--- src/rtl/spi_reg_write_sequencer.sv ---
// SPI mode-0 write sequencer: turns accepted register writes into 16-bit frames
// {1'b1, addr[6:0], data[7:0]}, MSB first, with divided SCLK and an nCS gap.
module spi_reg_write_sequencer #(
  parameter int CLK_DIV  = 4,
  parameter int CS_GAP   = 4,
  parameter int MAX_ADDR = 4
) (
  input  logic       clk,
  input  logic       reset,
  input  logic       req_valid,
  output logic       req_ready,
  input  logic [6:0] req_addr,
  input  logic [7:0] req_data,
  output logic       nCS,
  output logic       SCLK,
  output logic       COPI,
  output logic       busy,
  output logic       done,
  output logic       err
);

  localparam int DW = (CLK_DIV > 1) ? $clog2(CLK_DIV) : 1;
  localparam int GW = (CS_GAP > 1) ? $clog2(CS_GAP) : 1;

  typedef enum logic [2:0] {IDLE, SETUP, SHIFT_HI, SHIFT_LO, HOLD, GAP} state_t;

  state_t      r_state, w_nextState;
  logic [DW-1:0] r_div;
  logic [GW-1:0] r_gap;
  logic [3:0]  r_bitCnt;
  logic [15:0] r_shift, w_shiftNext;
  logic        r_nCS, r_sclk, r_copi, r_busy, r_ready, r_done, r_err;
  logic        w_accept, w_addrOk, w_divLast, w_gapLast;
  logic        w_nCSNext, w_sclkNext, w_copiNext, w_busyNext, w_readyNext, w_doneNext, w_errNext;

  assign w_accept  = req_valid && r_ready;
  assign w_addrOk  = (req_addr <= 7'(MAX_ADDR));
  assign w_divLast = (r_div == DW'(CLK_DIV - 1));
  assign w_gapLast = (r_gap == GW'(CS_GAP - 1));

  always_ff @(posedge clk or posedge reset) begin
    if (reset) r_state <= IDLE;
    else       r_state <= w_nextState;
  end

  always_comb begin
    w_nextState = r_state;
    case (r_state)
      IDLE:     if (w_accept && w_addrOk) w_nextState = SETUP;
      SETUP:    if (w_divLast) w_nextState = SHIFT_HI;
      SHIFT_HI: if (w_divLast) w_nextState = (r_bitCnt == 4'd15) ? HOLD : SHIFT_LO;
      SHIFT_LO: if (w_divLast) w_nextState = SHIFT_HI;
      HOLD:     if (w_divLast) w_nextState = GAP;
      GAP:      if (w_gapLast) w_nextState = IDLE;
      default:  w_nextState = IDLE;
    endcase
  end

  // Outputs are computed for the state being entered so every pin is a flop.
  always_comb begin
    w_shiftNext = r_shift;
    if (r_state == IDLE && w_nextState == SETUP)
      w_shiftNext = {1'b1, req_addr, req_data};
    else if (r_state == SHIFT_HI && w_nextState == SHIFT_LO)
      w_shiftNext = {r_shift[14:0], 1'b0};
    w_nCSNext   = !(w_nextState == SETUP || w_nextState == SHIFT_HI ||
                    w_nextState == SHIFT_LO || w_nextState == HOLD);
    w_sclkNext  = (w_nextState == SHIFT_HI);
    w_copiNext  = !w_nCSNext && w_shiftNext[15];
    w_busyNext  = (w_nextState != IDLE);
    w_readyNext = (w_nextState == IDLE);
    w_doneNext  = (r_state == HOLD) && (w_nextState == GAP);
    w_errNext   = w_accept && !w_addrOk;
  end

  always_ff @(posedge clk or posedge reset) begin
    if (reset) begin
      r_div    <= '0;
      r_gap    <= '0;
      r_bitCnt <= '0;
      r_shift  <= '0;
      r_nCS    <= 1'b1;
      r_sclk   <= 1'b0;
      r_copi   <= 1'b0;
      r_busy   <= 1'b0;
      r_ready  <= 1'b0;
      r_done   <= 1'b0;
      r_err    <= 1'b0;
    end else begin
      if (w_nextState != r_state || r_state == IDLE || r_state == GAP)
        r_div <= '0;
      else
        r_div <= r_div + DW'(1);
      if (r_state == GAP && w_nextState == GAP)
        r_gap <= r_gap + GW'(1);
      else
        r_gap <= '0;
      if (r_state == IDLE)
        r_bitCnt <= '0;
      else if (r_state == SHIFT_HI && w_nextState == SHIFT_LO)
        r_bitCnt <= r_bitCnt + 4'd1;
      r_shift <= w_shiftNext;
      r_nCS   <= w_nCSNext;
      r_sclk  <= w_sclkNext;
      r_copi  <= w_copiNext;
      r_busy  <= w_busyNext;
      r_ready <= w_readyNext;
      r_done  <= w_doneNext;
      r_err   <= w_errNext;
    end
  end

  assign req_ready = r_ready;
  assign nCS       = r_nCS;
  assign SCLK      = r_sclk;
  assign COPI      = r_copi;
  assign busy      = r_busy;
  assign done      = r_done;
  assign err       = r_err;

endmodule

--- config.mk ---
export PLATFORM = sky130hd
export DESIGN_NAME = spi_reg_write_sequencer
export DESIGN_NICKNAME = d
export VERILOG_FILES = /design/src/rtl/spi_reg_write_sequencer.sv
export SDC_FILE = /design/constraint.sdc
export NUM_CORES = 1
export LEC_CHECK = 0
export CAP_MARGIN = 15
export CORE_MARGIN = 3
export CORE_UTILIZATION = 57
export CTS_BUF_LIST = sky130_fd_sc_hd__clkbuf_16
export DETAILED_ROUTE_END_ITERATION = 8
export GPL_TIMING_DRIVEN = 0
export PLACE_DENSITY = 0.86
export SLEW_MARGIN = 10
export SYNTH_ARGS = -nofsm -noshare
export SYNTH_HDL_FRONTEND = slang
export SYNTH_SLANG_ARGS = --single-unit
export TNS_END_PERCENT = 1
--- constraint.sdc ---
create_clock -name clk -period 2.6 [get_ports clk]
set_input_delay 0.52 -clock clk [delete_from_list [all_inputs] [get_ports clk]]
set_output_delay 0.52 -clock clk [all_outputs]
set_load 0.01 [all_outputs]
; ---- After elaboration in Yosys (flattened, before gate mapping)
; Cells that the tools add are included.
; W data, S select, Z words.
[word_totals]
reg_bits = 34
latch_bits = 0
mem_bits_rw = 0
romBits = 0
inputBits = 18
output_inout_bits = 7
elab_cells = 65
mem_count = 0
[classes]
add_sub_neg = 3
n_mul = 0
n_div = 0
magnitude_cmp = 1
n_eq_ne = 14
n_shift = 0
muxes = 13
bitwise_logic = 0
reduce_logical = 21
[op_table]
columns = operator, count
row1 = $mux W16, 2
row2 = $mux W3, 6
row3 = $pmux W3 S5, 1
row4 = $eq A3 B2 Y1 const B, 4
row5 = $eq A3 B3 Y1 const B, 4
row6 = $logic_and A1 B1 Y1, 8
row7 = $mux W4, 2
row8 = $le A7 B3 Y1 const B, 1
row9 = $eq A3 B1 Y1 const B, 2
row10 = $logic_not A3 Y1, 2
row11 = $logic_or A1 B1 Y1, 5
row12 = $add A2 B1 Y2 const B, 2
row13 = $add A4 B1 Y4 const B, 1
row14 = $eq A2 B2 Y1 const B, 2
row15 = $eq A4 B4 Y1 const B, 1
row16 = $mux W2, 2
row17 = $reduce_bool A2 Y1, 2
row18 = $ne A3 B3 Y1, 1
row19 = $reduce_bool A3 Y1, 1
row20 = $logic_not A1 Y1, 2
row21 = $reduce_or A2 Y1, 1

; ---- Depth between registers and ports, before layout
; Gate-level depths: netlist of run 1.
[logic_depth]
word_depth = 9
mapped_depth = 8
mapped_depth_nobuf = 5

; ---- Least setup slack after synthesis of run 1
; Ideal clock, no wire load.
[synth_path]
path_type = register -> register
from = reg r_div[0]
to = reg r_copi (netlist: COPI)
setup_time_ps = 133
arrival_time_ps = 1547
required_ps = 2467
path_slack_ps = 920
path_stages_with_launch = 9
path_buffers = 3
period_less_slack_ps = 1680
path_cell_list = dfrtp_1 > ha_1 > buf_2 > and4bb_1 > buf_6 > nand2_4 > buf_8 > mux2i_1 > o31ai_2
[synth_between]
elab_chain_len = 8
word_cells_on_any_way = 17
cone_classes = 5 x eq/ne / 6 x mux / 6 x reduce/logical
[synth_rtl]
columns = element, line
row1 = from (decl), 28  ; logic [DW-1:0] r_div;
row2 = from (signal assigned), 93  ; r_div <= r_div + DW'(1);
row3 = $eq A2 B2 Y1 (*), 38  ; assign w_divLast = (r_div == DW'(CLK_DIV - 1));
row4 = "$mux W3, on equally long branches", -
row5 = $pmux W3 S5 (*), 48  ; case (r_state)
row6 = "$eq A3 B2 Y1, or another cell as far along", "64, 67"
row7 = $logic_and A1 B1 Y1 / $logic_or A1 B1 Y1 (equally long branches), "64, 66"
row8 = $mux W16 / $logic_or A1 B1 Y1 (equally long branches), "64, 66"
row9 = $mux W16 / $logic_or A1 B1 Y1 (equally long branches), "62, 67"
row10 = $logic_and A1 B1 Y1 (*), 69  ; w_copiNext = !w_nCSNext && w_shiftNext[15];
row11 = net w_copiNext, 34  ; logic w_nCSNext, w_sclkNext, w_copiNext, w_busyNext, w_readyNext, w_doneNext, w_errNext;
row12 = to (signal assigned), 105  ; r_copi <= w_copiNext;
row13 = to (decl), 32  ; logic r_nCS, r_sclk, r_copi, r_busy, r_ready, r_done, r_err;
; The timed path passes the listed nets; every way through them passes the cells marked *. The select of a mux whose other input is x is not followed.
; A chain may end at the register's enable or synchronous reset.

; ---- Final worst setup path of run 1
[layout_path]
from = in req_addr[3]
to = reg r_shift[10]
[layout_between]
elab_chain_len = 7
word_cells_on_any_way = 10
cone_classes = 1 x order compare / 2 x eq/ne / 3 x mux / 4 x reduce/logical
[layout_rtl]
columns = element, line
row1 = from (decl), 12  ; input logic [6:0] req_addr,
row2 = $le A7 B3 Y1 (*), 37  ; assign w_addrOk = (req_addr <= 7'(MAX_ADDR));
row3 = $logic_and A1 B1 Y1 (*), 49  ; IDLE: if (w_accept && w_addrOk) w_nextState = SETUP;
row4 = $mux W3 (*), 49
row5 = $pmux W3 S5 (*), 48
row6 = $eq A3 B1 Y1 / $eq A3 B2 Y1 (equally long branches), "62, 64"
row7 = "$logic_and A1 B1 Y1, on equally long branches", "62, 64"
row8 = $mux W16 / $reduce_bool A2 Y1 (equally long branches), -
row9 = to (signal assigned), 102  ; r_shift <= w_shiftNext;
row10 = to (decl), 31  ; logic [15:0] r_shift, w_shiftNext;
; Mark *: on every way between the ends. The rest lies on a longest branch, timed or not.

==> metrics.md, run 1 <==
| Metric | Value |
|---|---|
| Outcome | `finished clean` |
| Reg clk slew, reported paths | `0.05 ns` |
| 1st-iter DRT viols | `37` |
| Number of global-route vias before repair | `1285` |
| Reg2reg end | `COPI` |
| Top-count cell post-synth | `dfrtp_1` |
| Clock power frac | `48.7%` |
| Critical path's largest stage delay | `0.50 ns` |
| H-tree depth | `2` |
| Sequential power share | `47.4%` |
| Fmax | `497 MHz` |
| Mapped Area | `0.00162 mm^2` |
| Worst Setup EP | `r_shift[10]` |
| Die Width | `59.3 um` |
| Slew headroom | `55.0%` |
| Yosys warnings | `0` |
| First-pass GRT wire length | `6170 um` |
| Kind of critical path | `in -> reg` |
| Antenna diodes | `0` |
| DIE AREA | `0.00351 mm^2` |
| Final antenna-violating net count | `0` |
| Synth top cells by count | `dfrtp_1 (33), nor2_1 (16), a21oi_1 (11), nand3_1 (11), mux2i_1 (10)` |
| Mapped Avg Cell Area | `10.8 um^2` |
| Post-synthesis simple-gate area fraction | `19.0%` |
| Number of flops mapped to enable cells by yosys | `0` |
| Area Overhead vs Synth | `27.3%` |
| RSZ-0062 raised after global routing | `false` |
| CP max FO | `10` |
| Row cnt | `18` |
| Total CTS buffers | `5` |
| XOR/XNOR Fraction of Synth Area | `1.62%` |
| Syn Nets | `171` |
| Dominant cell type by area after synthesis | `dfrtp_1` |
| Internal | `0.901 mW` |
| Pin count of the biggest net entering global routing | `20` |
| Grt ovf | `0` |
| Area share of the largest cell type after synthesis | `51.0%` |
| Max-slew violations | `0` |
| Initial Util | `62.5%` |
| Top FF cell, synth | `dfrtp_1` |
| Setup violators final | `0` |
| Synth Area in Compound Gates | `10.8%` |
| Worst vdd ir | `0.000707 V` |
| Final GP Congestion | `0.870` |
| CTS tree | `done` |
| Core ar. | `0.00259 mm^2` |
| Leak pwr | `0.954 nW` |
| Synth top area cells | `dfrtp_1 (51%), mux2i_1 (6.2%), nor2_1 (3.7%), a21oi_1 (3.4%), nand3_1 (3.4%)` |
| Sw Share | `19.4%` |
| Hold_buf cts | `0` |
| Buffers on Ports | `24` |
| Net switching power | `0.217 mW` |
| Min-delay worst type | `reg -> reg` |
| Reg-to-reg startpoint | `r_div[0]` |
| Final hold violation count | `0` |
| First-pass iteration count of the detailed router | `4` |
| R2R setup slack | `0.67 ns` |
| Slowest-stage cell, CP | `nor4_1` |
| Setup TNS | `0 ns` |
| Worst-case reg-to-reg path depth | `8` |
| Asr flop ratio synth | `100%` |
| Critical Path AT | `2.20 ns` |
| GRT Resource Usage Total | `24.2%` |
| Mapped Cells | `150` |
| Adder-cell area share of the yosys netlist | `2.32%` |
| Sequential fraction of the synthesis area | `52.7%` |
| Final WL | `3710 um` |
| Placed wire-length estimate | `2380 um` |
| DP Worst Slack | `0.384 ns` |
| Initial antenna violation count | `0` |
| Period Utilization, post-route | `77.4%` |
| Total power | `1.12 mW` |
| Layout Nets | `203` |
| Final Skew | `0.00262 ns` |
| Worst-Margin Slew | `0.674 ns` |
| Clk_lat worst skew | `0.27 ns` |
| Vias/cell | `5.93` |
| DR DRC count | `0` |
| Sink Count | `34` |
| Post_cts resized | `0` |
| CP Capture Type | `flop` |
| IO Pins | `25` |
| Via count | `1264` |
| DP Area | `0.00192 mm^2` |
| Clk buf depth | `2` |
| CP Launch Point | `req_addr[3]` |
| Share of cells above drive strength 1 | `11.5%` |
| Die height | `59.3 um` |
| Routed WL per cell | `17.4 um` |
| Final worst slack | `0.589 ns` |
| Power density of the placed cells | `543 mW/mm^2` |
| Critical path required time | `2.79 ns` |
| Mux contribution to synthesized area | `7.58%` |
| Synth unique cells | `44` |
| Root Buffer | `clkbuf_16` |
| Comb pwr share | `3.9%` |
| Final worst path period need | `2.01 ns` |
| Startpoint types | `primary input` |
| Critical Path, Cell by Cell | `clkdlybuf4s50_1 > nor4_1 > nand4_2 > buf_4 > buf_6 > a21oi_1` |
| Post-CTS Setup Inserts | `0` |
| Hold Path Stages | `1` |
| Max-cap violations | `0` |
| Final std cell area, no fill | `0.00206 mm^2` |
| #FFs+latches synth | `34` |
| Largest family of logic cells by synthesized area | `simple AND/OR/NAND/NOR gates` |
| Final core utilization | `79.5%` |
==> flip-flops by register name (all words and copies together) (netlist names) <==
| register | count |
|---|---|
| COPI | 1 |
| SCLK | 1 |
| busy | 1 |
| done | 1 |
| err | 1 |
| nCS | 1 |
| r_bitCnt | 4 |
| r_div | 2 |
| r_gap | 2 |
| r_shift | 16 |
| r_state | 3 |
| req_ready | 1 |
==> metal layers <==
| metal | routed length, um | global-route usage, % | vias up |
|---|---|---|---|
| met4 | 70 | 8.09 | 0 |
| li1 | - | - | 589 |
| met3 | 256 | 8.06 | 8 |
| met1 | 1560 | 31.4 | 628 |
| met2 | 1820 | 38.1 | 39 |
| met5 | 0 | 0 | - |
==> power by group through the flow <==
stage / combinational [mW] / clock, mW / sequential, mW
5_1_grt: 0.0472 / 0.587 / 0.529
2_1_floorplan: 0.00958 / 0 / 0.539
6_report: 0.0434 / 0.545 / 0.530
3_5_place_dp: 0.0435 / 0 / 0.539
3_3_place_gp: 0.0377 / 0 / 0.539
4_1_cts: 0.0444 / 0.548 / 0.530
==> cells in the final DEF (no fill, tap or decap), drive strengths merged, types with 2 or more instances in the layout <==
| cell | synthesis | layout |
|---|---|---|
| nand2 | 8 | 8 |
| mux2i | 10 | 10 |
| inv | 7 | 7 |
| nor2 | 16 | 16 |
| nor3 | 2 | 2 |
| nor3b | 2 | 2 |
| a21oi | 11 | 11 |
| o211ai | 3 | 3 |
| clkdlybuf4s50 | 0 | 24 |
| buf | 7 | 8 |
| dfrtp | 33 | 33 |
| mux2 | 2 | 2 |
| xor2 | 3 | 3 |
| ha | 3 | 3 |
| clkbuf | 3 | 8 |
| nor2b | 2 | 2 |
| o22ai | 2 | 2 |
| nand4 | 3 | 3 |
| and2 | 2 | 2 |
| o21ai | 5 | 5 |
| clkinv | 0 | 3 |
| nand3 | 12 | 12 |
==> cell type report <==
| cell class | count | area (um^2) |
|---|---|---|
| Sequential cell | 34 | 852 |
| Multi-Input combinational cell | 99 | 668 |
| Fill cell | 170 | 531 |
| Timing Repair Buffer | 25 | 268 |
| Clock buffer | 5 | 125 |
| Buffer | 10 | 71.3 |
| Tap cell | 30 | 37.5 |
| Inverter | 7 | 26.3 |
| Clock inverter | 3 | 11.3 |
==> metrics by stage <==
step           cells  hold slack, ns
6_report         213           0.445
5_1_grt          213           0.473
4_1_cts          213           0.445
3_5_place_dp     205           0.439
3_3_place_gp     204           0.427
2_1_floorplan    150           0.419
==> logic make-up after synthesis <==
| logic type | Yosys count |
|---|---|
| compound gates | 27 |
| xor+xnor | 3 |
| fa+ha+maj | 3 |
| buf+inv | 17 |
| flops | 34 |
| mux | 12 |
| simple gates | 54 |
==> critical path, delay by kind of cell <==
kind            cells  cell delay, ns
simple gates        2            0.75
buf+inv             3            0.78
compound gates      1            0.15
==> worst min-delay path by stage <==
stage	from	to	slack, ns
2_1_floorplan	r_gap[0]	r_gap[0]	0.42
3_3_place_gp	r_div[0]	r_div[0]	0.43
3_5_place_dp	r_div[0]	r_div[0]	0.44
4_1_cts	r_div[0]	r_div[0]	0.45
5_1_grt	r_gap[0]	r_gap[0]	0.47
6_report	r_gap[0]	r_gap[0]	0.45
(Power assumes the default switching activity.)
==> run 2: changes to the inputs <==
--- a/config.mk
+++ b/config.mk
@@ -7,11 +7,11 @@
 export LEC_CHECK = 0
 export CAP_MARGIN = 15
 export CORE_MARGIN = 3
-export CORE_UTILIZATION = 57
+export CORE_UTILIZATION = 47
 export CTS_BUF_LIST = sky130_fd_sc_hd__clkbuf_16
 export DETAILED_ROUTE_END_ITERATION = 8
 export GPL_TIMING_DRIVEN = 0
-export PLACE_DENSITY = 0.86
+export PLACE_DENSITY = 0.76
 export SLEW_MARGIN = 10
 export SYNTH_ARGS = -nofsm -noshare
 export SYNTH_HDL_FRONTEND = slang
==> constraint.sdc (replaced) <==
create_clock -name clk -period 1.8 [get_ports clk]
set_input_delay 0.36 -clock clk [delete_from_list [all_inputs] [get_ports clk]]
set_output_delay 0.36 -clock clk [all_outputs]
set_load 0.01 [all_outputs]
==> metrics.md, run 2 (same netlist as run 1, synthesis figures left out) <==
| Metric | Value |
|---|---|
| Final GP Congestion | `0.782 (-10%)` |
| Initial antenna violation count | `0 (unchanged)` |
| Sink of the worst hold path | `r_div[0]` |
| Final core utilization | `68.0% (-11 points)` |
| Most common cell after layout, fill and taps aside | `dfrtp_1` |
| Max-cap violations | `0 (unchanged)` |
| Grt ovf | `0 (unchanged)` |
| Via count | `1252 (-0.95%)` |
| Reg-to-reg startpoint | `r_div[0]` |
| Pin count of the biggest net entering global routing | `23 (+15%)` |
| Final std cell area, no fill | `0.00216 mm^2 (+5.0%)` |
| Worst-Margin Slew | `0.567 ns (-0.107 ns)` |
| Worst vdd ir | `0.000457 V (-35%)` |
| Vias/cell | `5.47 (-7.9%)` |
| Placed wire-length estimate | `2470 um (+3.5%)` |
| First-pass GRT wire length | `6020 um (-2.4%)` |
| Critical Path AT | `1.90 ns (-0.30 ns)` |
| Number of global-route vias before repair | `1276 (-0.70%)` |
| Core ar. | `0.00318 mm^2 (+23%)` |
| Critical path required time | `1.98 ns (-0.81 ns)` |
| Reg clk slew, reported paths | `0.05 ns (about the same)` |
| Routed WL per cell | `15.3 um (-12%)` |
| Highest-count cells in the layout ignoring fill and taps | `dfrtp_1 (33), clkdlybuf4s50_1 (24), nor2_1 (16)` |
| GRT Resource Usage Total | `18.9% (-5.3 points)` |
| Hold Path Stages | `1 (unchanged)` |
| Non-Filler Instances | `229 (+7.5%)` |
| Min-delay worst type | `reg -> reg` |
| Power density of the placed cells | `751 mW/mm^2 (+38%)` |
| Final Skew | `0.00529 ns (+0.00267 ns)` |
| Total CTS buffers | `5 (unchanged)` |
| Hold Path Origin | `r_div[0]` |
| Setup violators final | `0 (unchanged)` |
| WHS | `0.441 ns (-0.00439 ns)` |
| Hold_buf cts | `0 (unchanged)` |
| Clk_lat worst skew | `0.28 ns (about the same)` |
| 1st-iter DRT viols | `42 (+14%)` |
| Kind of critical path | `reg -> reg` |
| Final hold violation count | `0 (unchanged)` |
| Final worst path period need | `1.72 ns` |
| Outcome | `finished clean` |
| Period Utilization, post-route | `95.6%` |
| CP max FO | `10 (unchanged)` |
| Layout fillers | `227 (+34%)` |
| Largest regs | `r_shift x16, r_bitCnt x4, r_state x3` |
| Initial Util | `50.9% (-12 points)` |
| Leak pwr | `0.984 nW (+3.2%)` |
| DR DRC count | `0 (unchanged)` |
| Fmax | `581 MHz` |
| Final WL | `3500 um (-5.6%)` |
| Largest Register | `r_shift` |
| Buffers on Ports | `24 (unchanged)` |
| IO Pins | `25 (unchanged)` |
| DIE AREA | `0.00418 mm^2 (+19%)` |
| Reg2reg end | `COPI` |
| Root Buffer | `clkbuf_16` |
| Share of cells above drive strength 1 | `14.6% (+3.1 points)` |
| Die Width | `64.7 um (+9.1%)` |
| Sink Count | `34 (unchanged)` |
| Startpoint types | `flop` |
| Dpl cells | `219 (+6.8%)` |
| First-pass iteration count of the detailed router | `4 (unchanged)` |
| Area Overhead vs Synth | `33.6%` |
| Worst-case reg-to-reg path depth | `8 (unchanged)` |
| Final antenna-violating net count | `0 (unchanged)` |
| Largest register FFs | `16 (unchanged)` |
| H-tree depth | `2 (unchanged)` |
| CP Capture Type | `flop` |
| CTS tree | `done` |
| Max-slew violations | `0 (unchanged)` |
| Die height | `64.7 um (+9.1%)` |
| Slew headroom | `62.2% (+7.1 points)` |
| Clk buf depth | `2 (unchanged)` |
| DP Area | `0.00194 mm^2 (+0.91%)` |
| Antenna diodes | `0 (unchanged)` |
| Layout Nets | `205 (+0.99%)` |
| R2R setup slack | `0.08 ns (-0.59 ns)` |
| Row cnt | `20 (+2)` |
==> run 2: cell types whose count changed in the layout (fill, tap and decap cells not counted), sizes merged <==
| cell | change |
|---|---|
| clkbuf | +1 |
| clkinv | -1 |
| inv | +1 |
| buf | +1 |
==> run 2: worst max path at each step <==
stage	endpoint	slack, ns	startpoint	depth (start not counted)
2_1_floorplan	COPI	0.12	r_div[0]	8
3_3_place_gp	r_shift[12]	-0.17	req_addr[3]	6
3_5_place_dp	r_shift[3]	-0.30	req_addr[3]	6
4_1_cts	COPI	0.004	r_div[0]	8
5_1_grt	COPI	-0.006	r_div[0]	8
6_report	COPI	0.08	r_div[0]	8
==> run 2: area by class of cell <==
class                           count  area [um^2]  area share (%)
Multi-Input combinational cell     99          704            32.6
Inverter                            7         26.3            1.22
Buffer                             10         86.3            3.99
Clock inverter                      3         12.5           0.579
Tap cell                           44         55.1            2.55
Clock buffer                        5          125            5.79
Timing Repair Buffer               27          300            13.9
Sequential cell                    34          852            39.4
==> run 2: through the flow <==
step / setup slack (ns) / total power [mW] / setup TNS (ns)
global route: -0.00551 / 1.67 / -0.00551
floorplan: 0.120 / 0.792 / 0
finish: 0.0788 / 1.62 / 0
detailed placement: -0.297 / 0.842 / -5.43
global placement: -0.172 / 0.833 / -3.85
CTS: 0.00436 / 1.63 / 0
==> run 2: critical path, stage by stage, from the launching register on <==
cell	delay [ns]
dfrtp_1	0.34
ha_1	0.17
buf_6	0.13
and4bb_1	0.21
buf_6	0.15
nand2_8	0.07
buf_12	0.15
mux2i_4	0.18
o31ai_2	0.23
==> run 2: what timing repair did <==
item	in CTS	in global routing
gates cloned	0	1
gates resized for setup	4	8
endpoints found under the setup margin	5	22
endpoints found under the hold margin	0	0
setup buffers	0	1
pin swaps	0	1
==> run 2: layer usage <==
layer | track usage [%] | part of all wire [%]
met1 | 24.8 | 43
met2 | 29.8 | 49
met3 | 4.51 | 5.2
met4 | 8.71 | 2.5
met5 | 0 | 0
==> run 2: report_power, final <==
group	internal [mW]	switching (mW)
combinational	0.0401	0.0260
clock	0.499	0.293
sequential	0.766	0
total	1.30	0.319
==> run 3: changes to the inputs <==
--- a/config.mk
+++ b/config.mk
@@ -6,12 +6,14 @@
 export NUM_CORES = 1
 export LEC_CHECK = 0
 export CAP_MARGIN = 15
+export CORE_ASPECT_RATIO = 1.75
 export CORE_MARGIN = 3
 export CORE_UTILIZATION = 47
 export CTS_BUF_LIST = sky130_fd_sc_hd__clkbuf_16
 export DETAILED_ROUTE_END_ITERATION = 8
 export GPL_TIMING_DRIVEN = 0
 export PLACE_DENSITY = 0.76
+export SKIP_CTS_REPAIR_TIMING = 1
 export SLEW_MARGIN = 10
 export SYNTH_ARGS = -nofsm -noshare
 export SYNTH_HDL_FRONTEND = slang
==> metrics.md, run 3 (same netlist as run 1, synthesis figures left out) <==
| Metric | Value |
|---|---|
| Outcome | `finished with violations` |
| Violated checks | `negative setup slack` |
| Row cnt | `27 (+35%)` |
| Final GP Congestion | `0.835 (+6.8%)` |
| Placed wire-length estimate | `2530 um (+2.7%)` |
| Fmax | `555 MHz (-4.5%)` |
| Final worst path period need | `1.80 ns (+0.0814 ns)` |
| Buffers on Ports | `24 (unchanged)` |
| Area Overhead vs Synth | `37.7%` |
| Largest regs | `r_shift x16, r_bitCnt x4, r_state x3` |
| CP max FO | `10 (unchanged)` |
| Routed WL per cell | `16.5 um (+8.1%)` |
| Antenna diodes | `0 (unchanged)` |
| Final WL | `3810 um (+9.0%)` |
| Vias/cell | `5.45 (-0.31%)` |
| Clk_lat worst skew | `0.28 ns (about the same)` |
| Final Skew | `0.00693 ns (+0.00164 ns)` |
| GRT Resource Usage Total | `18.4% (-0.53 points)` |
| DR DRC count | `0 (unchanged)` |
| First-pass iteration count of the detailed router | `4 (unchanged)` |
| CP Capture Type | `flop` |
| Final worst slack | `-0.00264 ns (-0.0814 ns)` |
| Largest Register | `r_shift` |
| Core ar. | `0.00321 mm^2 (+0.98%)` |
| Period Utilization, post-route | `100% (+4.5 points)` |
| Leak pwr | `1.01 nW (+2.3%)` |
| Number of global-route vias before repair | `1266 (-0.78%)` |
| Total power | `1.79 mW (+10%)` |
| Startpoint types | `primary input` |
| Power density of the placed cells | `805 mW/mm^2 (+7.2%)` |
| CTS tree | `done` |
| Grt ovf | `0 (unchanged)` |
| Dpl cells | `218 (-0.46%)` |
| Sink Count | `34 (unchanged)` |
| Max-cap violations | `0 (unchanged)` |
| Largest register FFs | `16 (unchanged)` |
| Die height | `83.6 um (+29%)` |
| Critical path required time | `2.00 ns (+0.02 ns)` |
| H-tree depth | `2 (unchanged)` |
| Non-Filler Instances | `231 (+0.87%)` |
| Highest-count cells in the layout ignoring fill and taps | `dfrtp_1 (33), clkdlybuf4s50_1 (24), nor2_1 (16)` |
| Final std cell area, no fill | `0.00223 mm^2 (+3.0%)` |
| IO Pins | `25 (unchanged)` |
| Final hold violation count | `0 (unchanged)` |
| Slew headroom | `56.4% (-5.8 points)` |
| Via count | `1259 (+0.56%)` |
| Final core utilization | `69.4% (+1.4 points)` |
| Setup violators final | `1 (+1)` |
| Layout Nets | `208 (+1.5%)` |
| Max-slew violations | `0 (unchanged)` |
| Share of cells above drive strength 1 | `17.6% (+3.0 points)` |
| Pin count of the biggest net entering global routing | `22 (-4.3%)` |
| Min-delay worst type | `reg -> reg` |
| Root Buffer | `clkbuf_16` |
| 1st-iter DRT viols | `24 (-43%)` |
| Critical Path AT | `2.00 ns (+0.10 ns)` |
| Total CTS buffers | `5 (unchanged)` |
| DIE AREA | `0.00421 mm^2 (+0.66%)` |
| Worst vdd ir | `0.000706 V (+55%)` |
| Final antenna-violating net count | `0 (unchanged)` |
| Worst-Margin Slew | `0.654 ns (+0.0868 ns)` |
| Initial antenna violation count | `0 (unchanged)` |
| WHS | `0.452 ns (+0.0107 ns)` |
| Most common cell after layout, fill and taps aside | `dfrtp_1` |
| DP Area | `0.00194 mm^2 (about the same)` |
| Initial Util | `50.4% (-0.50 points)` |
| First-pass GRT wire length | `5870 um (-2.5%)` |
| Reg clk slew, reported paths | `0.06 ns (about the same)` |
| Clk buf depth | `2 (unchanged)` |
| Kind of critical path | `in -> reg` |
| Die Width | `50.4 um (-22%)` |
[run 3: cell types whose count changed in the layout (fill, tap and decap cells not counted), sizes merged]
cell    change
buf         +3
bufinv      +1
inv         -1
[run 3: area by class of cell]
cell class | instances | area (um^2)
Tap cell | 43 | 53.8
Sequential cell | 34 | 852
Clock buffer | 5 | 125
Inverter | 7 | 26.3
Clock inverter | 3 | 40.0
Multi-Input combinational cell | 99 | 717
Buffer | 10 | 90.1
Timing Repair Buffer | 30 | 323
Fill cell | 228 | 982
[run 3: critical path, cell delays in order]
cell and delay, ns:
clkdlybuf4s50_1 0.45, nor4_2 0.47, nand4_4 0.19, buf_4 0.22, buf_6 0.15, a21oi_1 0.15
[run 3: report_power, final]
part / internal (mW) / switching (mW) / total (mW)
combinational: 0.0396 / 0.0270 / 0.0666
clock: 0.647 / 0.315 / 0.962
sequential: 0.765 / 0 / 0.765
[run 3: routing by layer]
metal  vias up  global-route usage [%]  part of all wire (%)  routed length [um]
li1        600                       -                     -                   -
met1       621                    19.2                    34                1300
met2        29                    33.0                    60                2290
met3         9                    4.29                   3.4                 130
met4         0                    9.31                   2.6                  98
met5         -                       0                     0                   0
[run 3: stage by stage]
stage           TNS, ns  worst slack [ns]
2_1_floorplan         0             0.120
5_1_grt          -0.489           -0.0745
3_5_place_dp      -3.93            -0.242
3_3_place_gp      -3.49            -0.181
4_1_cts          -0.247           -0.0668
6_report       -0.00264          -0.00264
[run 3: worst paths after layout]
check,startpoint,endpoint,slack [ns],depth (start not counted)
min in group asynchronous,reset,req_ready,0.51,2
setup / recovery,req_addr[3],r_shift[7],-0.003,6
hold / removal,r_gap[0],r_gap[0],0.45,1
hold reg to reg,r_gap[0],r_gap[0],0.45,1
max in group asynchronous,reset,nCS,0.68,3
setup reg to reg,r_div[0],r_shift[13],0.05,7
==> patch 1: new RTL, flow settings as in run 3 <==
Set the parameter `CS_GAP` to 2 (it was 4).
--- a/src/rtl/spi_reg_write_sequencer.sv
+++ b/src/rtl/spi_reg_write_sequencer.sv
@@ -2,7 +2,7 @@
 // {1'b1, addr[6:0], data[7:0]}, MSB first, with divided SCLK and an nCS gap.
 module spi_reg_write_sequencer #(
   parameter int CLK_DIV  = 4,
-  parameter int CS_GAP   = 4,
+  parameter int CS_GAP   = 2,
   parameter int MAX_ADDR = 4
 ) (
   input  logic       clk,
Behaviour: no difference found for any inputs over 10 cycles, from zero or initial values and one cycle with reset high; that may be too few to reach the edited logic, so the function may still have changed.
==> patch 1 against run 3 <==
- total power down 12%
- cell count is 0.43% higher
- fmax up 5.5%
- design area decreased by 9.7%
- sequential cell count is 1 lower
- setup slack improved by 0.094 ns
- die area is 5.1% lower
- wire length shrank 13%
- count of clock-buffer cells in the layout stayed put
- synthesized area fell by 5.6%
- synthesized cell count increased by 4.0%
- critical path type unchanged
- largest power group unchanged
- highest routed layer unchanged
==> patch 1: results (changes against run 3) <==
| Metric | Value |
|---|---|
| Drt first-iter violations | `24 (unchanged)` |
| Antenna cells | `0 (unchanged)` |
| Top cell types by occurrence after synthesis | `dfrtp_1, nand2_1, nor2_1` |
| Share of final-layout standard cells stronger than drive strength 1 | `13.7% (-3.9 points)` |
| Largest driver fanout on the critical path | `10 (unchanged)` |
| Hold WC Path Type | `in2async` |
| Sequential share of the synthesized area | `54.1% (+1.5 points)` |
| Clock latency of the later-clocked register in the worst-skew pair | `approximately 0.27 ns` |
| Async SR Flop Fraction | `100% (unchanged)` |
| Overall Global Routing Usage | `18.7% (+0.31 points)` |
| Slowest library cell on the worst path | `clkdlybuf4s50_1` |
| Leakage Power | `0.929 nW (-7.7%)` |
| Wire length of the first global-routing pass | `5590 µm (-4.8%)` |
| Detailed Routing Iterations Pass 1 | `4 (unchanged)` |
| Endpoint of the worst setup timing path | `r_shift[0]$_DFFE_PP0P_` |
| Count of distinct cell types in the synthesized netlist | `37 (-16%)` |
| Count of vias placed by the detailed router | `1236 (-1.8%)` |
| Placer's final routability congestion estimate | `0.845 (+1.2%)` |
| Detailed Route WL | `3310 µm (-13%)` |
| Biggest area contributors in the synthesized netlist | `dfrtp_1, nand2_1, a31oi_1, nor2_1, nand3_1` |
| Number of nets in the synthesized netlist | `176 (+2.9%)` |
| Maximum cell stage delay along the critical path | `0.43 ns (-0.04 ns)` |
| Worst flop-to-flop path endpoint | `COPI$_DFF_PP0_` |
| Clock transition at path regs | `0.05 ns` |
| Worst hold slack across all endpoints | `0.412 ns (-0.0395 ns)` |
| Critical path arrival | `1.86 ns (-0.14 ns)` |
| Worst-case reg-to-reg path depth | `5 (-2)` |
| Inst Count DP | `223 (+2.3%)` |
| Switching share of total power | `19.1% (+0.077 points)` |
| Post-Layout Cell Count | `232 (+0.43%)` |
| Final clock skew | `0.00272 ns (-0.00421 ns)` |
| Flip-flop count of the largest register after layout | `16 (unchanged)` |
| Worst slack at placement | `-0.274 ns (-0.0319 ns)` |
| Avg Inst Size Synth | `9.79 µm² (-9.2%)` |
| Maximum number of pins on one net before global-route repair | `24 (+9.1%)` |
| Worst setup slack for register-to-register paths | `0.13 ns (+0.08 ns)` |
| Start of the worst register-to-register path | `r_div[0]$_DFF_PP0_` |
| Setup TNS | `0 ns (+0.00264 ns)` |
| Estimated wirelength of the detail-placed design | `2370 µm (-6.6%)` |
| IR drop worst, VDD | `0.724 mV (+2.4%)` |
| Headroom to the max-slew limit | `66.5% (+10 points)` |
| Number of global-route vias before repair | `1258 (-0.63%)` |
| Post-detailed-placement cell area | `1850 µm² (-4.7%)` |
| Net count, final | `209 (+0.48%)` |
| Finished layout cell area | `2010 µm² (-9.7%)` |
| Final critical delay including setup and external delays | `1.71 ns (-0.0942 ns)` |
| Maximum clock path buffer count | `2 (unchanged)` |
| Placement row count | `26 (-3.7%)` |
| Antenna violations before repair | `0 (unchanged)` |
| Cell chosen for the clock root | `clkbuf_16` |
| Yosys warnings | `0 (unchanged)` |
| Status | `finished clean` |
-- patch 1: worst reg2reg max path: stages, from the launching register on --
cell      delay, ns
dfrtp_1        0.35
ha_2           0.25
and4bb_4       0.31
nand2_4        0.10
mux2_4         0.32
o2111a_1       0.23
-- patch 1: layer usage --
metal  track usage, %  up-vias  routed length [µm]
met5                0        -                   0
met4             12.3        0                 112
met3             5.63       10                 135
met2             33.2       27                1750
met1             18.8      599                1310
li1                 -      600                   -
-- patch 1: cell families (layout without fill, tap and decap cells) --
| family | after synthesis | after routing | share of synthesized area (%) |
|---|---|---|---|
| AND/OR/NAND/NOR | 71 | 71 | 23.1 |
| flip-flops | 33 | 33 | 54.1 |
| AO/OA/AOI/OAI | 30 | 30 | 12.7 |
| buffers and inverters | 17 | 51 | 6.31 |
| adder cells (fa/ha/maj) | 2 | 2 | 1.64 |
| XOR/XNOR | 2 | 2 | 1.15 |
| multiplexers | 1 | 1 | 0.983 |
-- patch 1: power groups by stage --
stage          clock [mW]  combinational (mW)  sequential, mW
6_report            0.775              0.0622           0.743
5_1_grt             0.841              0.0678           0.742
4_1_cts             0.796              0.0623           0.743
3_5_place_dp            0              0.0620           0.755
3_3_place_gp            0              0.0533           0.755
2_1_floorplan           0              0.0127           0.755
-- patch 1: cell type report --
cell class / count / area (µm²)
Multi-Input combinational cell: 106 / 619
Timing Repair Buffer: 26 / 275
Sequential cell: 33 / 827
Buffer: 9 / 70.1
Clock buffer: 5 / 125
Tap cell: 42 / 52.6
Fill cell: 249 / 1010
Inverter: 8 / 30.0
Clock inverter: 3 / 11.3
==> patch 2: new RTL, config.mk and constraints of run 3 <==
Made on the original files. The output `err` loses its register stage (`r_err` becomes a continuous assignment).
--- a/src/rtl/spi_reg_write_sequencer.sv
+++ b/src/rtl/spi_reg_write_sequencer.sv
@@ -85,7 +85,6 @@
       r_busy   <= 1'b0;
       r_ready  <= 1'b0;
       r_done   <= 1'b0;
-      r_err    <= 1'b0;
     end else begin
       if (w_nextState != r_state || r_state == IDLE || r_state == GAP)
         r_div <= '0;
@@ -106,9 +105,10 @@
       r_busy  <= w_busyNext;
       r_ready <= w_readyNext;
       r_done  <= w_doneNext;
-      r_err   <= w_errNext;
     end
   end
+
+  assign r_err = w_errNext;
 
   assign req_ready = r_ready;
   assign nCS       = r_nCS;
Function: changed (a bounded check fails within 4 cycles, from zero or initial values and one cycle with reset high).
==> patch 2 against run 3 <==
- wire length is 18% lower
- synthesized area decreased by 4.9%
- fmax rose by 2.3%
- sequential cell count fell by 1
- global-route usage up 0.37 points
- highest routed layer unchanged
- design area down 9.8%
- setup slack better by 0.041 ns
- first-iteration DRC count is 13% lower
- total power fell by 12%
==> patch 2: results (changes against run 3) <==
| Metric | Value |
|---|---|
| Status | `finished clean` |
| Maximum number of pins on one net before global-route repair | `20 (-9.1%)` |
| Count of vias placed by the detailed router | `1170 (-7.1%)` |
| IR drop worst, VDD | `0.909 mV (+29%)` |
| Critical path arrival | `1.40 ns (-0.60 ns)` |
| Top cell types by occurrence after synthesis | `dfrtp_1, nor2_1, a21oi_1, nand3_1, mux2i_1` |
| Setup violations, final | `0 (-1)` |
| Reported clock group power | `0.773 mW (-20%)` |
| Overall Global Routing Usage | `18.8% (+0.37 points)` |
| Compound-gate portion of the synthesized area | `11.1% (+0.32 points)` |
| Detailed Route WL | `3130 µm (-18%)` |
| Fill cell instance count of the final layout | `243 (+6.6%)` |
| Worst slack at placement | `-0.361 ns (-0.120 ns)` |
| Transition at the pin with the smallest max-transition slack | `0.667 ns (+0.0134 ns)` |
| Inst Count DP | `211 (-3.2%)` |
| Share of final-layout standard cells stronger than drive strength 1 | `11.4% (-6.2 points)` |
| GR Util met3 | `5.63% (+1.3 points)` |
| Count of distinct cell types in the synthesized netlist | `36 (-18%)` |
| GR Util met2 | `35.6% (+2.6 points)` |
| Wire length of the first global-routing pass | `5580 µm (-5.0%)` |
| Launching instance or port of the critical path | `req_addr[6]` |
| Number of nets in the synthesized netlist | `165 (-3.5%)` |
| Leakage Power | `0.955 nW (-5.2%)` |
| Internal power summed over all cells | `1.28 mW (-12%)` |
| Mux share of post-synthesis cell area | `7.24% (-0.34 points)` |
| Final clock skew | `0.00532 ns (-0.00161 ns)` |
| Final worst-path cycle share | `97.8% (-2.3 points)` |
| Worst setup slack for register-to-register paths | `0.13 ns (+0.08 ns)` |
| Power in sequential cells | `0.744 mW (-2.7%)` |
==> patch 2: cell count changes after synthesis, sizes merged, moves of 2 or more <==
| cell | run 3 | this run |
|---|---|---|
| a211oi | 0 | 2 |
| clkbuf | 3 | 1 |
| nand2 | 8 | 10 |
| nor2 | 16 | 13 |
| nor2b | 2 | 4 |
| nor3b | 2 | 0 |
| o21ai | 5 | 7 |
==> patch 2: final cells by class <==
class                      count  share of cell area (%)
tap                           42                    2.62
clock buffer                   5                    6.23
multi-input combinational     96                    31.6
sequential                    33                    41.2
buffer                         8                    3.24
clock inverter                 2                   0.374
timing repair buffer          25                    13.5
inverter                       7                    1.31
==> patch 2: stage by stage <==
stage	hold slack (ns)	area [µm²]	setup TNS, ns	utilization (%)
2_1_floorplan	0.411	1540	0	-
3_3_place_gp	0.424	1830	-1.82	60.5
3_5_place_dp	0.438	1860	-2.30	61.4
4_1_cts	0.444	1990	-0.364	65.8
5_1_grt	0.453	2010	0	66.4
6_report	0.435	2010	0	66.4
